==> config.mk <==
export PLATFORM = sky130hd
export DESIGN_NAME = fifo_write_arbiter
export DESIGN_NICKNAME = d
export VERILOG_FILES = /design/src/rtl/fifo_write_arbiter.sv
export SDC_FILE = /design/constraint.sdc
export NUM_CORES = 1
export LEC_CHECK = 0
export ABC_AREA = 1
export ABC_CLOCK_PERIOD_IN_PS = 1900
export CORE_ASPECT_RATIO = 2
export CORE_MARGIN = 1
export CORE_UTILIZATION = 46
export DETAILED_ROUTE_END_ITERATION = 10
export GPL_ROUTABILITY_DRIVEN = 0
export PLACE_DENSITY = 0.81
export SETUP_SLACK_MARGIN = 0.5
export SYNTH_ARGS = -nofsm -noshare
export SYNTH_HDL_FRONTEND = slang
export SYNTH_SLANG_ARGS = --single-unit
==> constraint.sdc <==
create_clock -name wclk -period 1.9 [get_ports wclk]
set_input_delay 0.38 -clock wclk [delete_from_list [all_inputs] [get_ports wclk]]
set_output_delay 0.38 -clock wclk [all_outputs]
set_load 0.01 [all_outputs]
==> src/rtl/fifo_write_arbiter.sv <==
// Round-robin arbiter sharing the async FIFO write port among NREQ producers.
// Grants one requester for up to BURST_MAX words and throttles on almost-full/full.
module fifo_write_arbiter #(
  parameter int NREQ      = 4,
  parameter int DSIZE     = 8,
  parameter int BURST_MAX = 4,
  localparam int GW       = $clog2(NREQ),
  localparam int BW       = $clog2(BURST_MAX) + 1
) (
  input  logic                  wclk,
  input  logic                  wrst_n,
  input  logic [NREQ-1:0]       req_valid,
  input  logic [NREQ*DSIZE-1:0] req_data,
  output logic [NREQ-1:0]       req_ready,
  input  logic                  wfull,
  input  logic                  walmost_full,
  output logic                  winc,
  output logic [DSIZE-1:0]      wdata,
  output logic [GW-1:0]         grant_id,
  output logic                  busy,
  output logic                  overflow_err,
  output logic [15:0]           word_cnt
);

  typedef enum logic [1:0] {IDLE, GRANT, STALL} state_e;

  state_e             state_q, state_d;
  logic [GW-1:0]      last_grant_q, last_grant_d;
  logic [GW-1:0]      grant_id_q, grant_id_d;
  logic [BW-1:0]      burst_cnt_q, burst_cnt_d;
  logic               winc_q, winc_d;
  logic [DSIZE-1:0]   wdata_q, wdata_d;
  logic               overflow_err_q, overflow_err_d;
  logic [15:0]        word_cnt_q, word_cnt_d;

  logic               throttled;
  logic [DSIZE-1:0]   cur_data;
  logic               pick_found;
  logic [GW-1:0]      pick_id;

  assign throttled = walmost_full || wfull;

  // Search starts just after the last served requester so nobody starves.
  always_comb begin
    pick_found = 1'b0;
    pick_id    = '0;
    for (int i = 1; i <= NREQ; i++) begin
      logic [GW-1:0] cand;
      cand = GW'((int'(last_grant_q) + i) % NREQ);
      if (!pick_found && req_valid[cand]) begin
        pick_found = 1'b1;
        pick_id    = cand;
      end
    end
  end

  always_comb begin
    cur_data = '0;
    for (int i = 0; i < NREQ; i++) begin
      if (grant_id_q == GW'(i)) cur_data = req_data[i*DSIZE +: DSIZE];
    end
  end

  always_comb begin
    state_d        = state_q;
    last_grant_d   = last_grant_q;
    grant_id_d     = grant_id_q;
    burst_cnt_d    = burst_cnt_q;
    winc_d         = 1'b0;
    wdata_d        = wdata_q;
    word_cnt_d     = word_cnt_q;
    overflow_err_d = overflow_err_q | (winc_q & wfull);
    req_ready      = '0;

    case (state_q)
      IDLE: begin
        if (pick_found) begin
          grant_id_d  = pick_id;
          burst_cnt_d = '0;
          state_d     = GRANT;
        end
      end
      GRANT: begin
        // Ready is suppressed during reset so no handshake completes on a reset edge.
        if (wrst_n) req_ready[grant_id_q] = !throttled;
        if (!req_valid[grant_id_q]) begin
          last_grant_d = grant_id_q;
          state_d      = IDLE;
        end else if (throttled) begin
          state_d = STALL;
        end else begin
          winc_d      = 1'b1;
          wdata_d     = cur_data;
          burst_cnt_d = burst_cnt_q + 1'b1;
          word_cnt_d  = word_cnt_q + 16'd1;
          if (burst_cnt_q == BW'(BURST_MAX - 1)) begin
            last_grant_d = grant_id_q;
            state_d      = IDLE;
          end
        end
      end
      STALL: begin
        if (!throttled) state_d = GRANT;
      end
      default: state_d = IDLE;
    endcase
  end

  always_ff @(posedge wclk) begin
    if (!wrst_n) begin
      state_q        <= IDLE;
      last_grant_q   <= GW'(NREQ - 1);
      grant_id_q     <= '0;
      burst_cnt_q    <= '0;
      winc_q         <= 1'b0;
      wdata_q        <= '0;
      overflow_err_q <= 1'b0;
      word_cnt_q     <= '0;
    end else begin
      state_q        <= state_d;
      last_grant_q   <= last_grant_d;
      grant_id_q     <= grant_id_d;
      burst_cnt_q    <= burst_cnt_d;
      winc_q         <= winc_d;
      wdata_q        <= wdata_d;
      overflow_err_q <= overflow_err_d;
      word_cnt_q     <= word_cnt_d;
    end
  end

  assign winc         = winc_q;
  assign wdata        = wdata_q;
  assign grant_id     = grant_id_q;
  assign busy         = (state_q != IDLE);
  assign overflow_err = overflow_err_q;
  assign word_cnt     = word_cnt_q;

endmodule

==> results of run 1 <==
==> repair_timing <==
item | CTS | global route
endpoints found under the setup margin | 67 | 39
cloned | 3 | 0
buffers inserted | 13 | 6
resized for setup | 147 | 61
pin swaps | 34 | 40
hold buffers | 0 | 0
==> metal layers <==
layer	up-vias	routed length [um]	global-route usage [%]	share of wire [%]
met1	1373	2770	30.3	33
met4	0	446	15.4	5.3
li1	1334	-	-	-
met5	-	0	0	0
met2	148	4790	61.0	57
met3	41	394	4.89	4.7
==> logic make-up after synthesis <==
group / after synthesis
compound gates: 36
buf+inv: 42
fa+ha+maj: 3
flops: 35
xor+xnor: 10
simple gates: 221
==> cell usage after synthesis, drive strengths merged <==
cell | instances | share of area, %
a21boi | 1 | 0.34
clkbuf | 3 | 0.57
xor2 | 4 | 1.6
nand2 | 145 | 25
o211ai | 2 | 0.69
nand3b | 1 | 0.34
dfxtp | 35 | 32
xnor2 | 6 | 2.4
nor3 | 6 | 1.4
buf | 5 | 2.1
o21ai | 11 | 2.5
ha | 3 | 1.7
o22ai | 2 | 1.1
nand4 | 14 | 4.0
inv | 34 | 5.9
nand3 | 24 | 5.5
a21oi | 20 | 4.6
nor2 | 31 | 7.5
==> metrics by stage <==
step	util (%)	total power, mW	worst slack (ps)
2_1_floorplan	-	1.76	494
3_3_place_gp	66.8	2.09	-372
3_5_place_dp	66.8	2.12	-410
4_1_cts	76.5	3.16	277
5_1_grt	81.8	3.72	205
6_report	81.8	3.56	255
==> worst max-delay path, delay by kind of cell (launching register included) <==
kind	cells	cell delay, ps
buffers and inverters	3	240
DFF	1	340
and+or+nand+nor	4	390
==> state kept, by name (all words and copies together), names as in the netlist <==
signal / flops
word_cnt: 16
wdata: 8
burst_cnt_q: 3
grant_id: 2
last_grant_q: 2
state_q: 2
overflow_err: 1
winc: 1
==> final timing paths <==
| kind | from | end | slack, ps | depth (start not counted) |
|---|---|---|---|---|
| setup reg to reg | state_q[0]$_SDFFE_PN0P_ | burst_cnt_q[0]$_SDFFE_PN0P_ | 360 | 10 |
| hold reg to reg | wdata[5]$_SDFFE_PN0P_ | wdata[5]$_SDFFE_PN0P_ | 460 | 2 |
| setup / recovery | state_q[0]$_SDFFE_PN0P_ | req_ready[3] | 250 | 7 |
| hold / removal | wdata[5]$_SDFFE_PN0P_ | wdata[5]$_SDFFE_PN0P_ | 460 | 2 |
==> area by class of cell <==
cell class                 instances  area share [%]
timing repair buffer             108            26.8
sequential                        35            19.7
tap                               55            1.85
clock buffer                       8            2.69
multi-input combinational        272            45.2
inverter                          34            3.76
==> power groups by stage <==
stage | clock network (mW) | logic (mW) | registers, mW
2_1_floorplan | 0 | 0.854 | 0.904
3_3_place_gp | 0 | 1.19 | 0.907
3_5_place_dp | 0 | 1.21 | 0.910
4_1_cts | 0.596 | 1.65 | 0.908
5_1_grt | 0.630 | 2.16 | 0.924
6_report | 0.608 | 2.03 | 0.919
==> impl_results.html, run 1 <==
<table>
<tr><th>Metric</th><th>Value</th></tr>
<tr><th colspan="2">Synthesis</th></tr>
<tr><td>Portion of the post-synthesis area used by sequential elements</td><td>32.2%</td></tr>
<tr><td>Combinational family with the most area after synthesis</td><td>simple AND/OR/NAND/NOR gates</td></tr>
<tr><td>Synth Area in Compound Gates</td><td>9.31%</td></tr>
<tr><td>Post-Syn Nets</td><td>390</td></tr>
<tr><td>Synthesized flop and latch total</td><td>35</td></tr>
<tr><td>Post-synthesis simple-gate area fraction</td><td>44.3%</td></tr>
<tr><td>Cell count after synthesis</td><td>347</td></tr>
<tr><td>Synth Cell Area</td><td>2180 um2</td></tr>
<tr><td>Arithmetic-cell share of the synthesized area counting full adders, half adders and majority gates</td><td>1.72%</td></tr>
<tr><td>Area share of xor/xnor cells in the synthesized design</td><td>4.02%</td></tr>
<tr><td>Distinct cell type count after synthesis</td><td>26</td></tr>
<tr><td>Mux cell area share after synthesis</td><td>0%</td></tr>
<tr><td>YS warnings</td><td>0</td></tr>
<tr><td>Post-Synthesis Mean Instance Area</td><td>6.27 um2</td></tr>
<tr><th colspan="2">Cells and area</th></tr>
<tr><td>Diode insertion count for antenna repair</td><td>0</td></tr>
<tr><td>Final-stage net count</td><td>499</td></tr>
<tr><td>Multi-input logic area</td><td>1680 um2</td></tr>
<tr><td>Commonest non-fill, non-tap cells in the layout</td><td>nand2_1 (105), clkdlybuf4s50_1 (33), nand2_2 (32), dlygate4sd2_1 (32), buf_4 (22)</td></tr>
<tr><td>Most frequent standard cell in the layout excluding fill and tap cells</td><td>nand2_1</td></tr>
<tr><td>Combined flip-flop and latch cell area</td><td>736 um2</td></tr>
<tr><td>Layout cell share with drive strength beyond 1</td><td>37.6%</td></tr>
<tr><td>Layout Cell Area excl Fill</td><td>3730 um2</td></tr>
<tr><td>Final standard cell count with taps included and fillers excluded</td><td>512</td></tr>
<tr><td>Area growth from synthesis to layout</td><td>71.2%</td></tr>
<tr><td>Count of fill cells added during filler insertion</td><td>287</td></tr>
<tr><th colspan="2">Clock tree</th></tr>
<tr><td>Clock insertion delay at the later pin of the skew report</td><td>290 ps</td></tr>
<tr><td>Largest buffer count on any clock path</td><td>2</td></tr>
<tr><td>H-tree lvl count</td><td>2</td></tr>
<tr><td>Clock-pin slew reported for the worst setup and hold paths after clock tree synthesis</td><td>70 ps</td></tr>
<tr><td>Clock Sink Count</td><td>35</td></tr>
<tr><td>CTS tree</td><td>done</td></tr>
<tr><td>Clock buffers created by TritonCTS</td><td>5</td></tr>
<tr><td>Root buffer selected by CTS</td><td>clkbuf_8</td></tr>
<tr><th colspan="2">Drt</th></tr>
<tr><td>Via count</td><td>2896</td></tr>
<tr><td>Average routed wire per standard cell</td><td>16.4 um</td></tr>
<tr><td>Detailed router's first-iteration violation count</td><td>93</td></tr>
<tr><td>Final ANT Viol Nets</td><td>0</td></tr>
<tr><td>DRT Pass-1 Iters</td><td>5</td></tr>
<tr><td>Aggregate routed wire length</td><td>8400 um</td></tr>
<tr><td>Count of unresolved DRC violations after routing</td><td>0</td></tr>
<tr><td>Via density per instance</td><td>5.66</td></tr>
<tr><th colspan="2">Pwr</th></tr>
<tr><td>Switching share of power</td><td>43.5%</td></tr>
<tr><td>Total power divided by cell area</td><td>955 nW/um2</td></tr>
<tr><td>Internal Power</td><td>2.01 mW</td></tr>
<tr><td>Net load switching power</td><td>1.55 mW</td></tr>
<tr><td>Leakage Power</td><td>1.69 nW</td></tr>
<tr><td>Clock power share</td><td>17.1%</td></tr>
<tr><td>Share of power burned in registers</td><td>25.8%</td></tr>
<tr><td>Portion of total power attributed to combinational logic</td><td>57.1%</td></tr>
<tr><td>Highest ir drop seen on vdd</td><td>0.878 mV</td></tr>
<tr><th colspan="2">Die</th></tr>
<tr><td>Floorplan die width</td><td>50.6 um</td></tr>
<tr><td>Std-Cell Rows</td><td>35</td></tr>
<tr><td>Y dimension of the die</td><td>99.3 um</td></tr>
<tr><td>Starting density of the core</td><td>47.8%</td></tr>
<tr><td>Total I/O pin count</td><td>73</td></tr>
<tr><td>Std-Cell Core Area</td><td>4550 um2</td></tr>
<tr><td>Die footprint</td><td>5030 um2</td></tr>
<tr><th colspan="2">Global routing</th></tr>
<tr><td>Largest net degree at the start of global routing</td><td>18</td></tr>
<tr><td>Number of antenna violations at the first check in global routing</td><td>0</td></tr>
<tr><td>Total gr overflow</td><td>0</td></tr>
<tr><td>Global-route wire length before repair</td><td>12200 um</td></tr>
<tr><td>Via count of the first global-routing pass</td><td>2738</td></tr>
<tr><td>Overall fraction of global-route tracks in use</td><td>31.4%</td></tr>
<tr><th colspan="2">Timing</th></tr>
<tr><td>RSZ-0062 raised after global routing</td><td>yes</td></tr>
<tr><td>Post-layout minimum cycle time</td><td>1650 ps</td></tr>
<tr><td>Final critical-path share of the clock period</td><td>86.6%</td></tr>
<tr><td>Fmax</td><td>608 MHz</td></tr>
<tr><td>Final setup violation count</td><td>0</td></tr>
<tr><td>Number of hold violations in the final report</td><td>0</td></tr>
<tr><td>Aggregate negative setup slack</td><td>0 ps</td></tr>
<tr><td>Largest clock skew in the final design</td><td>7.71 ps</td></tr>
<tr><td>Actual transition at the worst max-transition pin</td><td>289 ps</td></tr>
<tr><td>Worst Hold Slack</td><td>456 ps</td></tr>
<tr><td>Max-slew headroom at the worst pin</td><td>80.6%</td></tr>
<tr><td>Final-report max-slew violation count</td><td>0</td></tr>
<tr><th colspan="2">Placed design</th></tr>
<tr><td>Placed Cells</td><td>482</td></tr>
<tr><td>Port Buffer Count</td><td>72</td></tr>
<tr><td>Standard cell area after detailed placement</td><td>3040 um2</td></tr>
<tr><td>Post-detailed-placement half-perimeter wirelength</td><td>4920 um</td></tr>
<tr><th colspan="2">Critical path</th></tr>
<tr><td>Worst setup path category</td><td>reg -&gt; out</td></tr>
<tr><td>Crit path arrival time</td><td>1270 ps</td></tr>
<tr><td>Cell with the largest stage delay on the worst path</td><td>dfxtp_2</td></tr>
<tr><td>Worst Path Max Fanout</td><td>4</td></tr>
<tr><td>Critical path cell sequence</td><td>inv_2 -&gt; nor2_4 -&gt; inv_2 -&gt; nor2_4 -&gt; nand2_2 -&gt; nor2_1 -&gt; buf_2</td></tr>
<tr><td>Type of element capturing the critical path</td><td>output pin</td></tr>
<tr><td>Setup crit start kind</td><td>flip-flop</td></tr>
<tr><td>Critical path data required time</td><td>1520 ps</td></tr>
<tr><td>CP max stage delay</td><td>340 ps</td></tr>
<tr><th colspan="2">Hold path</th></tr>
<tr><td>Type of the most critical hold path</td><td>reg -&gt; reg</td></tr>
<tr><th colspan="2">Job</th></tr>
<tr><td>Reported max-cap violation count</td><td>0</td></tr>
<tr><th colspan="2">Outcome</th></tr>
<tr><td>Outcome</td><td>completed</td></tr>
</table>
Note: power is estimated with default switching activity, not from simulation.
==> inputs of run 2 (changes only) <==
--- a/config.mk
+++ b/config.mk
@@ -7,6 +7,7 @@
 export LEC_CHECK = 0
 export ABC_AREA = 1
 export ABC_CLOCK_PERIOD_IN_PS = 1900
+export CAP_MARGIN = 10
 export CORE_ASPECT_RATIO = 2
 export CORE_MARGIN = 1
 export CORE_UTILIZATION = 46
==> results of run 2 <==
The final DEF is identical to that of run 1; final timing and power are the same.
